### config.mk
export PLATFORM = sky130hd
export DESIGN_NAME = mem_arbiter
export DESIGN_NICKNAME = d
export VERILOG_FILES = /design/src/rtl/mem_arbiter_pkg.sv /design/src/rtl/mem_arb_watchdog.sv /design/src/rtl/mem_arbiter.sv
export SDC_FILE = /design/constraint.sdc
export NUM_CORES = 1
export LEC_CHECK = 0
export ABC_AREA = 1
export BUFFER_PORTS_ARGS = -buffer_cell sky130_fd_sc_hd__buf_2
export CORE_AREA = 2 2 95 97
export CTS_CLUSTER_DIAMETER = 120
export DETAILED_ROUTE_END_ITERATION = 8
export DIE_AREA = 0 0 97 99
export GPL_ROUTABILITY_DRIVEN = 0
export PLACE_DENSITY = 0.67
export SLEW_MARGIN = 10
export SYNTH_ARGS = -nofsm -noshare
export SYNTH_HDL_FRONTEND = slang
export SYNTH_SLANG_ARGS = --single-unit
### constraint.sdc
create_clock -name clk -period 1.56 [get_ports clk]
set_input_delay 0.078 -clock clk [delete_from_list [all_inputs] [get_ports clk]]
set_output_delay 0.078 -clock clk [all_outputs]
set_load 0.02 [all_outputs]
### src/rtl/mem_arbiter_pkg.sv
// Shared types and constants for the memory-port arbiter and its watchdog.
package mem_arbiter_pkg;

    typedef enum logic [1:0] {
        OWN_NONE = 2'd0,
        OWN_IF   = 2'd1,
        OWN_DM   = 2'd2
    } owner_t;

    typedef enum logic [1:0] {
        IDLE    = 2'd0,
        LOCK_IF = 2'd1,
        LOCK_DM = 2'd2
    } arb_state_t;

    // Fetch is always a plain word read.
    localparam logic [1:0] WIDTH_WORD = 2'b10;

    localparam int CNT_W = 16;

endpackage

### src/rtl/mem_arb_watchdog.sv
// Transaction watchdog: counts cycles a forwarded request has waited without
// an ack and flags expiry once the count reaches TIMEOUT-1.
module mem_arb_watchdog
    import mem_arbiter_pkg::*;
#(
    parameter int unsigned TIMEOUT = 255
) (
    input  logic clk,
    input  logic reset_n,
    input  logic i_clear,
    input  logic i_enable,
    output logic o_expire
);

    localparam logic [CNT_W-1:0] LIMIT = CNT_W'(TIMEOUT - 1);

    logic [CNT_W-1:0] r_count;

    // NOTE: sequential state uses non-blocking assignments so every flop
    // samples pre-edge values regardless of statement order.
    always_ff @(posedge clk or negedge reset_n) begin
        if (!reset_n) begin
            r_count <= '0;
        end else if (i_clear) begin
            r_count <= '0;
        end else if (i_enable) begin
            r_count <= r_count + CNT_W'(1);
        end
    end

    // >= keeps TIMEOUT=1 from never firing, since the grant cycle already counts.
    assign o_expire = (r_count >= LIMIT);

endmodule

### src/rtl/mem_arbiter.sv
// mem_arbiter: shares one memory port between instruction fetch and stage_mem.
// Define MEM_ARB_RR_EN for round-robin conflicts; otherwise data always wins.
module mem_arbiter
    import mem_arbiter_pkg::*;
#(
    parameter int unsigned TIMEOUT = 255
) (
    input  logic        clk,
    input  logic        reset_n,
    input  logic        if_req,
    input  logic [31:0] if_addr,
    output logic        if_ack,
    output logic        if_error,
    input  logic        dm_req,
    input  logic [31:0] dm_addr,
    input  logic        dm_write,
    input  logic [31:0] dm_data_out,
    input  logic        dm_extend,
    input  logic [1:0]  dm_width,
    output logic        dm_ack,
    output logic        dm_error,
    output logic [31:0] data_in,
    output logic        req,
    output logic [31:0] addr,
    output logic        write,
    output logic [31:0] data_out,
    output logic        extend,
    output logic [1:0]  width,
    input  logic        ack,
    input  logic        error,
    input  logic [31:0] mem_data_in,
    output logic [1:0]  owner
);

`ifdef MEM_ARB_RR_EN
    localparam bit RR_EN = 1'b1;
`else
    localparam bit RR_EN = 1'b0;
`endif

    arb_state_t r_state;
    arb_state_t w_state_nxt;
    owner_t     r_last_owner;
    owner_t     w_winner;
    owner_t     w_owner;
    logic       w_wd_expire;
    logic       w_expire;
    logic       w_done;
    logic       w_wd_run;

    // NOTE: every combinational output gets a default first so no path
    // through the block leaves a signal unassigned and infers a latch.
    always_comb begin
        w_winner = OWN_NONE;
        if (if_req && dm_req) begin
            w_winner = (RR_EN && r_last_owner == OWN_DM) ? OWN_IF : OWN_DM;
        end else if (if_req) begin
            w_winner = OWN_IF;
        end else if (dm_req) begin
            w_winner = OWN_DM;
        end
    end

    // Reset gates ownership combinationally so the memory port drops at once.
    always_comb begin
        w_owner = OWN_NONE;
        if (reset_n) begin
            case (r_state)
                IDLE:    w_owner = w_winner;
                LOCK_IF: w_owner = if_req ? OWN_IF : OWN_NONE;
                LOCK_DM: w_owner = dm_req ? OWN_DM : OWN_NONE;
                default: w_owner = OWN_NONE;
            endcase
        end
    end

    assign w_expire = (r_state != IDLE) && (w_owner != OWN_NONE) && w_wd_expire && !ack;
    assign w_done   = ack || w_expire;
    assign w_wd_run = (w_owner != OWN_NONE) && !w_done;

    // Any forwarded request left open locks to its owner; ack, expiry or abort end it.
    always_comb begin
        w_state_nxt = IDLE;
        if (w_owner != OWN_NONE && !w_done) begin
            w_state_nxt = (w_owner == OWN_IF) ? LOCK_IF : LOCK_DM;
        end
    end

    // r_last_owner resets to fetch so data wins the first conflict in both modes.
    always_ff @(posedge clk or negedge reset_n) begin
        if (!reset_n) begin
            r_state      <= IDLE;
            r_last_owner <= OWN_IF;
        end else begin
            r_state <= w_state_nxt;
            if (r_state == IDLE && w_owner != OWN_NONE) begin
                r_last_owner <= w_owner;
            end
        end
    end

    mem_arb_watchdog #(
        .TIMEOUT (TIMEOUT)
    ) u_watchdog (
        .clk      (clk),
        .reset_n  (reset_n),
        .i_clear  (!w_wd_run),
        .i_enable (w_wd_run),
        .o_expire (w_wd_expire)
    );

    always_comb begin
        req      = 1'b0;
        addr     = '0;
        write    = 1'b0;
        data_out = '0;
        extend   = 1'b0;
        width    = '0;
        if_ack   = 1'b0;
        if_error = 1'b0;
        dm_ack   = 1'b0;
        dm_error = 1'b0;
        data_in  = '0;
        case (w_owner)
            OWN_IF: begin
                req      = 1'b1;
                addr     = if_addr;
                width    = WIDTH_WORD;
                if_ack   = w_done;
                if_error = ack ? error : w_expire;
                data_in  = mem_data_in;
            end
            OWN_DM: begin
                req      = 1'b1;
                addr     = dm_addr;
                write    = dm_write;
                data_out = dm_data_out;
                extend   = dm_extend;
                width    = dm_width;
                dm_ack   = w_done;
                dm_error = ack ? error : w_expire;
                data_in  = mem_data_in;
            end
            default: ;
        endcase
    end

    assign owner = w_owner;

endmodule
Word-level counts from Yosys, hierarchy flattened

Cells that the tools add are included.

Output and inout port bits: 107
Input port bits: 138
Word-level logic and storage cells: 41
Bits in registers: 18

Multiplexer cells: 21
Add/subtract/negate cells: 1
$lt $le $gt $ge: 1
Reductions and logical operators: 12
Equality and inequality tests: 4

Operators by type and width:

| operator                | number |
|---|---|
| $mux W32                | 2 |
| $pmux W32 S2            | 1 |
| $add A16 B1 Y16 const B | 1 |
| $ge A16 B8 Y1 const B   | 1 |
| $mux W16                | 1 |
| $mux W2                 | 6 |
| $mux W1                 | 9 |
| $pmux W2 S3             | 1 |
| $logic_and A1 B1 Y1     | 5 |
| $eq A2 B1 Y1 const B    | 2 |
| $eq A2 B2 Y1 const B    | 2 |
| $pmux W2 S2             | 1 |
| $reduce_bool A2 Y1      | 2 |
| $logic_not A1 Y1        | 2 |
| $logic_not A2 Y1        | 1 |
| $reduce_or A2 Y1        | 1 |
| $logic_or A1 B1 Y1      | 1 |

Logic depth before layout (Yosys ltp)

Gate-level depths: netlist (run 1).

Depth in word-level cells: 13
Mapped depth: 10
Gate-level depth less buffers: 10

By module

Synthesis (run 1) repeated with hierarchy kept, for this count alone.

Cell total of the unflattened synthesis: 412
Area total of the unflattened synthesis: 2,367.3 µm²

Modules (own cells, without submodules):

| module           | cells each | sequential area each (µm²) | area an instance (µm²) | instances |
|---|---|---|---|---|
| mem_arbiter      | 282        | 50.0                       | 1,385.1                | 1 |
| mem_arb_watchdog | 130        | 400.4                      | 982.2                  | 1 |

Worst setup path before layout (run 1)

OpenSTA, ideal clock, no wires.

Kind: reg2out
Start point: reg r_state[0]
End point: out addr[0]
Path slack: -0.713 ns
Data required time: 1.482 ns
Cell stages (with the launch flop): 10
Buffers on the path: 2
Arrival: 2.195 ns
Cells stage by stage: dfrtp_1 -> inv_1 -> nand2_1 -> nor2_1 -> inv_1 -> ha_1 -> clkbuf_1 -> inv_1 -> buf_1 -> a21oi_1

Word-level cells in the longest chain between the ends: 5
Elaborated cells on any way between the ends: 8
Those cells by class: eq/ne: 4; mux: 3; reduce/logical: 1

Ends and longest elaborated chain:

| item                                         | line               | source |
|---|---|---|
| start: declaration                           | mem_arbiter.sv:41  | `arb_state_t r_state;` |
| start signal: assignment                     | mem_arbiter.sv:95  | `r_state <= w_state_nxt;` |
| $eq A2 B2 Y1, or another cell as far along   | mem_arbiter.sv:68  | `case (r_state)` |
| $pmux W2 S3 (*)                              | mem_arbiter.sv:68  |  |
| $mux W2 (*)                                  | mem_arbiter.sv:67  | `if (reset_n) begin` |
| named net owner[1]                           | mem_arbiter.sv:32  | `output logic [1:0] owner` |
| $eq A2 B2 Y1 or $eq A2 B1 Y1 (tied branches) | mem_arbiter.sv:124 | `case (w_owner)` |
| $pmux W32 S2 (*)                             | mem_arbiter.sv:124 |  |
| end: declaration                             | mem_arbiter.sv:24  | `output logic [31:0] addr,` |

The timed path passes the listed nets; every way through them passes the cells marked *.

Final worst setup path (run 1)

Start point: reg r_state[0]
End point: out addr[29]

Word-level cells in the longest chain between the ends: 5
Elaborated cells on any way between the ends: 8
Those cells by class: eq/ne: 4; mux: 3; reduce/logical: 1

Ends and longest elaborated chain:

| item                                         | line |
|---|---|
| $eq A2 B2 Y1, or another cell as far along   | mem_arbiter.sv:68 |
| $pmux W2 S3 (*)                              | mem_arbiter.sv:68 |
| $mux W2 (*)                                  | mem_arbiter.sv:67 |
| $eq A2 B2 Y1 or $eq A2 B1 Y1 (tied branches) | mem_arbiter.sv:124 |
| $pmux W32 S2 (*)                             | mem_arbiter.sv:124 |

Mark *: on every way between the ends. The rest lies on a longest branch, timed or not.

==> reports/metrics.yaml, run 1 <==
grt_max_degree: 28
crit_arrival_ns: 1.85
p_switching_uw: 927.3
seq_power_share_pct: 21.3
fillers: 681
rr_startpoint: "r_state[0]$_DFF_PN0_"
path_class: "flip-flop to output port"
clock_path_buffers: 2
layout.nets: 798
startpoint: "r_state[0]$_DFF_PN0_"
ioPinCount: 245
fin_crit_sh_pct: 123.3
dr.first_iter.drc_count: 72
numCtsBuffers: 3
p_comb_share_pct: 63.9
drt_pass1_iterations: 4
peakVddDrop_v: 0.0003947
min-delay-start: "ack"
drv_slew: 0
grt_use_total_pct: 22.06
synthCells: 394
synth.distinct_cells: 22
end_kind: "output port"
relSlewSlack_pct: 70.29
setup_ws_ns: -0.3640
drive_gt1_share_pct: 72.89
num_rows: 34
die_w_um: 97
hpwl_mm: 7.647
synth.net_count: 537
overflow: 0
core_um2: 8551
required_ns: 1.48
static-leakage-power_uw: 0.002972
cap_violations: 0
cp_max_fo: 17
initial_core_util_pct: 24.13
clock_latency_ns: 0.26
syn_to_final_growth_pct: 166.0
final_cell_mix: "buf_2 (140), buf_6 (100), nand2_1 (88), inv_2 (63), nand2_4 (54)"
synth-seq-area-share_pct: 21.83
synth_top_area_share_pct: 28.93
fin_hold_ws_ns: 0.3341
power.share.clock_pct: 14.8
hold_class: "primary input to flip-flop"
start_kind: "flip-flop"
grt_pass1_wl_mm: 17.33
setup_viol: 105
root_buffer: "clkbuf_8"
hold_viol_final: 0
ys_seq_elements: 18
p_sw_share_pct: 41.68
failed_checks: "negative setup slack"
place_inst: 736
antenna_found_initial: 0
syn_avg_cell_area_um2: 5.237
cts_tree: "built"
finClkSkew_ns: 0.006161
cts_htree_levels: 1
power_uw: 2225
avgRoutedWirePerCell_um: 15.75
routed_wl_mm: 11.98
layout.cells.non_filler: 761
drc: 0
status: "complete, but fails checks"
period_needed_ns: 1.924
rsz0062_at_grt: "true"
fmax_mhz: 519.8
ant_nets: 0
ys_warn_count: 0
diodes: 0
port_buffers: 244
clkSinkCount: 18
vias: 3460
die_y_um: 99
intPower_uw: 1297
synth_area_leader_cell: "nand2_1"
grt_pass1_vias: 3409
synthTopCellsByArea: "nand2_1 (29%), dfrtp_1 (22%), inv_1 (15%)"
dieArea_um2: 9603
tightest_slew_ns: 0.4451
p_per_area_nw_per_um2: 405.4
synth_area_um2: 2063
cts.clk_slew.worst_paths_ns: 0.07
final_common_cell: "buf_2"
via_per_inst: 4.547
## worst max-delay path, cell delays in order, from the launching register on
cell and delay, ns:
dfrtp_1 0.35, inv_1 0.05, nand2_2 0.08, and3_4 0.21
inv_4 0.05, ha_4 0.31, buf_12 0.15, inv_16 0.08
a21oi_4 0.14, buf_6 0.14
## through the flow
step | worst slack, ns | util [%] | instance area, µm² | TNS (ns)
3_5_place_dp | -0.1441 | 46.61 | 3985 | -6.872
2_1_floorplan | -0.09260 | - | 2740 | -3.167
3_3_place_gp | -0.1159 | 46.61 | 3985 | -4.332
4_1_cts | -0.3589 | 61.46 | 5255 | -31.70
5_1_grt | -0.4476 | 64.18 | 5488 | -42.41
6_report | -0.3640 | 64.18 | 5488 | -31.59
## final timing paths
check	to	slack, ns	depth (start not counted)
min in group asynchronous	u_watchdog.r_count[15]$_DFF_PN0_	0.34	3
setup reg to reg	u_watchdog.r_count[12]$_DFF_PN0_	0.01	9
hold reg to reg	u_watchdog.r_count[0]$_DFF_PN0_	0.50	1
hold / removal	u_watchdog.r_count[1]$_DFF_PN0_	0.33	4
setup / recovery	addr[29]	-0.36	9
max in group asynchronous	u_watchdog.r_count[6]$_DFF_PN0_	1.01	3
## state kept, by name (all words and copies together), names as in the netlist
signal              flops
r_state                 2
u_watchdog.r_count     16
## metal layers
metal  global-route usage [%]  part of all wire (%)  vias up
met5                        0                     0        -
met4                    9.751                   4.5        0
met3                    4.255                   5.5       47
met2                    41.99                    54      148
met1                    23.56                    36     1596
li1                         -                     -     1669
## cells by family (layout without fill, tap and decap cells)
kind of cell,Yosys count,in the layout,share of synthesized area [%]
compound gates,34,34,8.369
flops,18,18,21.83
xor+xnor,10,10,4.245
simple gates,222,225,42.87
fa+ha+maj,5,5,3.032
buf+inv,105,361,19.65
## area by class of cell
class	instances	area [µm²]	share of cell area, %
timing repair buffer	272	2337	42.59
clock buffer	3	41.29	0.7524
multi-input combinational	274	2155	39.26
inverter	85	352.8	6.430
tap	108	135.1	2.462
timing repair inverter	1	16.27	0.2964
sequential	18	450.4	8.208
## power groups by stage
stage	logic, µW	registers [µW]	clock network (µW)
6_report	1420	474	329
2_1_floorplan	617	482	0
3_5_place_dp	920	483	0
5_1_grt	1500	474	352
4_1_cts	1340	474	333
3_3_place_gp	907	482	0
## synth_stat cells
master	count
xor2_1	7
dfrtp_1	18
nand4_1	3
nand3_4	1
nand2_2	2
a21oi_1	33
buf_1	3
and3_1	1
inv_1	85
nor2_1	45
nand2_1	159
nor2_2	2
nor3_2	1
nor3_1	2
o21bai_1	1
buf_2	3
ha_1	5
clkbuf_1	13
buf_6	1
nand3_1	5
or2_2	1
xnor2_1	3
## repair_timing
item,in CTS,in global routing
buffers inserted,7,3
hold endpoints to repair,18,0
hold buffers,1,0
pin swaps,3,3
gates resized for setup,291,62
gates cloned,10,4
setup endpoints to repair,106,123
No activity file was read; power rests on OpenSTA's default activity.
==> run 2: changes to the inputs <==
--- a/config.mk
+++ b/config.mk
@@ -7,12 +7,12 @@
 export LEC_CHECK = 0
 export ABC_AREA = 1
 export BUFFER_PORTS_ARGS = -buffer_cell sky130_fd_sc_hd__buf_2
-export CORE_AREA = 2 2 95 97
+export CORE_AREA = 2 2 94 96
 export CTS_CLUSTER_DIAMETER = 120
 export DETAILED_ROUTE_END_ITERATION = 8
-export DIE_AREA = 0 0 97 99
+export DIE_AREA = 0 0 96 98
 export GPL_ROUTABILITY_DRIVEN = 0
-export PLACE_DENSITY = 0.67
+export PLACE_DENSITY = 0.66
 export SLEW_MARGIN = 10
 export SYNTH_ARGS = -nofsm -noshare
 export SYNTH_HDL_FRONTEND = slang
==> constraint.sdc (replaced) <==
create_clock -name clk -period 2.5 [get_ports clk]
set_input_delay 0.125 -clock clk [delete_from_list [all_inputs] [get_ports clk]]
set_output_delay 0.125 -clock clk [all_outputs]
set_load 0.02 [all_outputs]
==> reports/metrics.yaml, run 2 (same netlist as run 1, synthesis figures left out) <==
status: "finished clean"  # was complete, but fails checks
start_kind: "primary input"  # was flip-flop
power_uw: 998.9  # was 2225 µW
hold_class: "primary input to flip-flop"  # unchanged
ioPinCount: 245  # unchanged
path_class: "primary input to output port"  # was flip-flop to output port
hold_viol_final: 0  # unchanged
cap_violations: 0  # unchanged
relSlewSlack_pct: 74.83  # was 70.29%
routed_wl_mm: 9.422  # was 11.98 mm
required_ns: 2.38  # was 1.48 ns
drv_slew: 0  # unchanged
clock_path_buffers: 2  # unchanged
rsz0062_at_grt: "false"  # was true
fillers: 950  # was 681
stdcell_area_um2: 3453  # was 5488 µm²
drive_gt1_share_pct: 41.56  # was 72.89%
min-delay-start: "ack"  # unchanged
setup_tns_ns: 0  # was -31.59 ns
regArea_um2: 450.4  # unchanged
overflow: 0  # unchanged
clkSinkCount: 18  # unchanged
clock_latency_ns: 0.26  # about the same
crit_arrival_ns: 2.14  # was 1.85 ns
setup_viol: 0  # was 105
layout.nets: 772  # was 798
antenna_found_initial: 3  # was 0
fmax_mhz: 442.0
placed_area_um2: 3386  # was 3985 µm²
end_kind: "output port"  # unchanged
finClkSkew_ns: 0.004957  # was 0.006161 ns
period_needed_ns: 2.263
vias: 3120  # was 3460
rr_startpoint: "r_state[0]$_DFF_PN0_"  # unchanged
initial_core_util_pct: 24.37  # was 24.13%
avgRoutedWirePerCell_um: 12.78  # was 15.75 µm
largest_reg_flops: 16  # unchanged
path_cells: "dlygate4sd3_1 > buf_2 > inv_1 > nor2_1 > and3_1 > inv_1 > ha_1 > inv_1 > buf_4 > a21oi_1 > buf_2"  # was inv_1 > nand2_2 > and3_4 > inv_4 > ha_4 > buf_12 > inv_16 > a21oi_4 > buf_6
final_cell_mix: "buf_2 (244), nand2_1 (159), inv_1 (85), nor2_1 (45), a21oi_1 (33)"  # was buf_2 (140), buf_6 (100), nand2_1 (88), inv_2 (63), nand2_4 (54)
grt_pass1_wl_mm: 14.22  # was 17.33 mm
cts_htree_levels: 1  # unchanged
grt_pass1_vias: 2941  # was 3409
final_common_cell: "buf_2"  # unchanged
via_per_inst: 4.233  # was 4.547
num_rows: 34  # unchanged
syn_to_final_growth_pct: 67.37  # was 166.0%
numCtsBuffers: 3  # unchanged
port_buffers: 244  # unchanged
startpoint: "reset_n"  # was r_state[0]$_DFF_PN0_
grt_use_total_pct: 19.09  # was 22.06%
ant_nets: 0  # unchanged
die_w_um: 96  # was 97 µm
max_flop_register: "u_watchdog.r_count"  # unchanged
hpwl_mm: 7.884  # was 7.647 mm
cpMaxStageDelayCell: "dlygate4sd3_1"  # was dfrtp_1
multi_input_comb_area_um2: 1210  # was 2155 µm²
drt_pass1_iterations: 4  # unchanged
dieArea_um2: 9408  # was 9603 µm²
die_y_um: 98  # was 99 µm
peakVddDrop_v: 0.0001545  # was 0.0003947 V
top_regs: "u_watchdog.r_count (16), r_state (2)"  # unchanged
core_um2: 8466  # was 8551 µm²
root_buffer: "clkbuf_8"  # unchanged
cts.clk_slew.worst_paths_ns: 0.07  # about the same
tightest_slew_ns: 0.3776  # was 0.4451 ns
cts_tree: "built"  # unchanged
grt_max_degree: 70  # was 28
cpPeakStageDelay_ns: 0.52  # was 0.35 ns
crit_top_cell: "inv_1"
p_per_area_nw_per_um2: 289.3  # was 405.4 nW/µm²
cp_max_fo: 33  # was 17
dr.first_iter.drc_count: 162  # was 72
drc: 0  # unchanged
static-leakage-power_uw: 0.002412  # was 0.002972 µW
fin_crit_sh_pct: 90.51
[run 2: cell count changes in the layout (fill, tap and decap cells not counted), moves of 54 or more]
cell	before	now
buf_2	140	244
buf_6	100	0
nand2_1	88	159
inv_1	15	85
inv_2	63	0
nand2_4	54	0
[run 2: layout make-up]
| class | count | share of cell area (%) |
|---|---|---|
| clock buffer | 4 | 1.594 |
| antenna | 1 | 0.07246 |
| sequential | 18 | 13.04 |
| timing repair buffer | 250 | 37.10 |
| multi-input combinational | 271 | 35.04 |
| inverter | 85 | 9.239 |
| tap | 108 | 3.913 |
[run 2: what timing repair did]
action | CTS | global route
endpoints found under the hold margin | 18 | 0
setup buffers | 0 | 0
resized for setup | 0 | 0
hold buffers | 1 | 0
[run 2: critical path: cells and delay by family]
kind,cells,cell delay [ns]
AO/OA/AOI/OAI,1,0.11
adder cells (fa/ha/maj),1,0.30
buffers and inverters,7,1.33
AND/OR/NAND/NOR,2,0.25
[run 2: per-stage QoR]
stage / worst slack [ns] / hold slack (ns) / cells / utilization [%]
detailed placement: 0.6244 / 0.1200 / 731 / 39.99
global placement: 0.6973 / 0.1213 / 731 / 39.99
CTS: 0.2133 / 0.3095 / 736 / 40.76
global route: 0.1087 / 0.3433 / 736 / 40.76
floorplan: 0.1802 / -0.1706 / 394 / -
finish: 0.2374 / 0.3102 / 737 / 40.79
[run 2: worst paths after layout]
kind | slack (ns) | cells after the start | to
max | 0.24 | 11 | addr[13]
min | 0.31 | 4 | u_watchdog.r_count[3]$_DFF_PN0_
max reg2reg | 0.88 | 9 | u_watchdog.r_count[13]$_DFF_PN0_
min reg2reg | 0.49 | 1 | u_watchdog.r_count[0]$_DFF_PN0_
max in group asynchronous | 1.94 | 3 | u_watchdog.r_count[8]$_DFF_PN0_
min in group asynchronous | 0.36 | 3 | u_watchdog.r_count[10]$_DFF_PN0_
[run 2: per-layer routing]
| layer | GRT usage (%) | up-vias | share of wire (%) |
|---|---|---|---|
| met5 | 0 | - | 0.15 |
| met4 | 4.615 | 4 | 1.6 |
| met2 | 30.13 | 149 | 45 |
| met1 | 26.45 | 1348 | 44 |
| li1 | - | 1602 | - |
| met3 | 3.935 | 17 | 9.4 |
[run 2: report_power, final]
group / internal [µW] / leakage (µW) / switching [µW]
logic: 174 / 0.00213 / 282
clock network: 140 / 0.0000288 / 108
registers: 293 / 0.000250 / 1.93
total: 608 / 0.00241 / 391
==> run 3: changes to the inputs <==
==> constraint.sdc (replaced) <==
create_clock -name clk -period 2.1 [get_ports clk]
set_input_delay 0.105 -clock clk [delete_from_list [all_inputs] [get_ports clk]]
set_output_delay 0.105 -clock clk [all_outputs]
set_load 0.02 [all_outputs]
==> reports/metrics.yaml, run 3 (same netlist as run 1, synthesis figures left out) <==
grt_use_total_pct: 19.20  # was 19.09%
root_buffer: "clkbuf_8"  # unchanged
crit_arrival_ns: 1.86  # was 2.14 ns
hpwl_mm: 7.868  # was 7.884 mm
peakVddDrop_v: 0.0002056  # was 0.0001545 V
final_common_cell: "buf_2"  # unchanged
grt_pass1_wl_mm: 14.39  # was 14.22 mm
die_w_um: 96  # unchanged
cp_max_fo: 33  # unchanged
max_flop_register: "u_watchdog.r_count"  # unchanged
end_kind: "output port"  # unchanged
hold_class: "primary input to flip-flop"  # unchanged
grt_max_degree: 34  # was 70
hold_viol_final: 0  # unchanged
drv_slew: 0  # unchanged
tightest_slew_ns: 0.2776  # was 0.3776 ns
drc: 0  # unchanged
via_per_inst: 4.205  # was 4.233
cts_tree: "built"  # unchanged
holdPathStages: 4  # unchanged
grt_pass1_vias: 2896  # was 2941
dieArea_um2: 9408  # unchanged
top_regs: "u_watchdog.r_count (16), r_state (2)"  # unchanged
avgRoutedWirePerCell_um: 13.03  # was 12.78 µm
syn_to_final_growth_pct: 76.71  # was 67.37%
fin_crit_sh_pct: 93.81
antenna_found_initial: 1  # was 3
initial_core_util_pct: 24.37  # unchanged
vias: 3124  # was 3120
final_cell_mix: "buf_2 (239), nand2_1 (158), inv_1 (84), nor2_1 (44), a21oi_1 (21)"  # was buf_2 (244), nand2_1 (159), inv_1 (85), nor2_1 (45), a21oi_1 (33)
port_buffers: 244  # unchanged
clock_path_buffers: 2  # unchanged
rr_worst_depth: 9  # unchanged
ioPinCount: 245  # unchanged
layout.nets: 776  # was 772
required_ns: 2.00  # was 2.38 ns
drt_pass1_iterations: 4  # unchanged
relSlewSlack_pct: 81.39  # was 74.83%
die_y_um: 98  # unchanged
status: "finished clean"  # unchanged
static-leakage-power_uw: 0.002452  # was 0.002412 µW
overflow: 0  # unchanged
period_needed_ns: 1.970
cap_violations: 0  # unchanged
cts.clk_slew.worst_paths_ns: 0.06  # was 0.07 ns
numCtsBuffers: 3  # unchanged
cts_htree_levels: 1  # unchanged
largest_reg_flops: 16  # unchanged
num_rows: 34  # unchanged
setup_viol: 0  # unchanged
power_uw: 1174  # was 998.9 µW
core_um2: 8466  # unchanged
fillers: 955  # was 950
clock_latency_ns: 0.25  # was 0.26 ns
p_per_area_nw_per_um2: 321.9  # was 289.3 nW/µm²
start_kind: "flip-flop"  # was primary input
ant_nets: 0  # unchanged
fin_hold_ws_ns: 0.3069  # was 0.3102 ns
path_class: "flip-flop to output port"  # was primary input to output port
finClkSkew_ns: 0.004757  # was 0.004957 ns
dr.first_iter.drc_count: 149  # was 162
fmax_mhz: 507.6
drive_gt1_share_pct: 44.53  # was 41.56%
clkSinkCount: 18  # unchanged
routed_wl_mm: 9.678  # was 9.422 mm
[run 3: cell count changes in the layout (fill, tap and decap cells not counted), moves of 2 or more]
cell and delta:
buf_2 -5, buf_4 +3, a21oi_2 +12, ha_4 +2
a21oi_1 -12, buf_12 +2, diode_2 +3
[run 3: cell type report]
| type | count | area, µm² | share of cell area (%) |
|---|---|---|---|
| well taps | 108 | 135.1 | 3.706 |
| multi-input cells | 271 | 1292 | 35.45 |
| clock buffers | 3 | 41.29 | 1.132 |
| inverters | 85 | 319.1 | 8.751 |
| flip-flops and latches | 18 | 450.4 | 12.35 |
| repair buffers | 254 | 1398 | 38.33 |
| diodes | 4 | 10.01 | 0.2745 |
[run 3: power by group]
part | internal (µW) | total [µW] | leakage, µW | switching [µW]
clock network | 127 | 232 | 0.0000216 | 105
logic | 239 | 590 | 0.00218 | 351
registers | 350 | 352 | 0.000250 | 2.29
[run 3: path summary, 6_finish.rpt]
check	end	slack [ns]	startpoint
max	addr[8]	0.13	r_state[0]$_DFF_PN0_
min	u_watchdog.r_count[3]$_DFF_PN0_	0.31	ack
max reg2reg	u_watchdog.r_count[0]$_DFF_PN0_	0.58	r_state[0]$_DFF_PN0_
min reg2reg	u_watchdog.r_count[0]$_DFF_PN0_	0.50	u_watchdog.r_count[0]$_DFF_PN0_
max in group asynchronous	u_watchdog.r_count[0]$_DFF_PN0_	1.55	reset_n
min in group asynchronous	u_watchdog.r_count[12]$_DFF_PN0_	0.36	reset_n
[run 3: worst max-delay path, stage by stage, from the launching register on]
cell,delay [ns]
dfrtp_1,0.38
inv_1,0.07
nand2_2,0.07
nor2_4,0.13
inv_1,0.10
ha_4,0.28
inv_1,0.06
buf_12,0.17
a21oi_1,0.15
buf_4,0.17
[run 3: repair_timing]
| action | 4_1_cts | 5_1_grt |
|---|---|---|
| buffers inserted | 0 | 0 |
| endpoints found under the setup margin | 1 | 104 |
| resized for setup | 1 | 16 |
| cloned | 1 | 1 |
| hold buffers | 1 | 0 |
| endpoints found under the hold margin | 18 | 0 |
[run 3: per-layer routing]
metal  global-route usage (%)  wire [µm]  vias up
met5                        0          0        -
met1                    28.74       4516     1357
li1                         -          -     1610
met2                    29.11       4194      147
met3                    2.932        841       10
met4                    3.626        126        0
[run 3: per-stage QoR]
stage                     area (µm²)  setup slack (ns)  std cells  util [%]   TNS (ns)
final                           3646            0.1301        743     43.07          0
after global routing            3636         -0.008083        739     42.95  -0.008083
after CTS                       3553           0.03163        738     41.97          0
after detailed placement        3466            0.2535        733     40.94          0
after global placement          3466            0.3018        733     40.94          0
after floorplan                 2105           -0.1018        394         -     -2.037
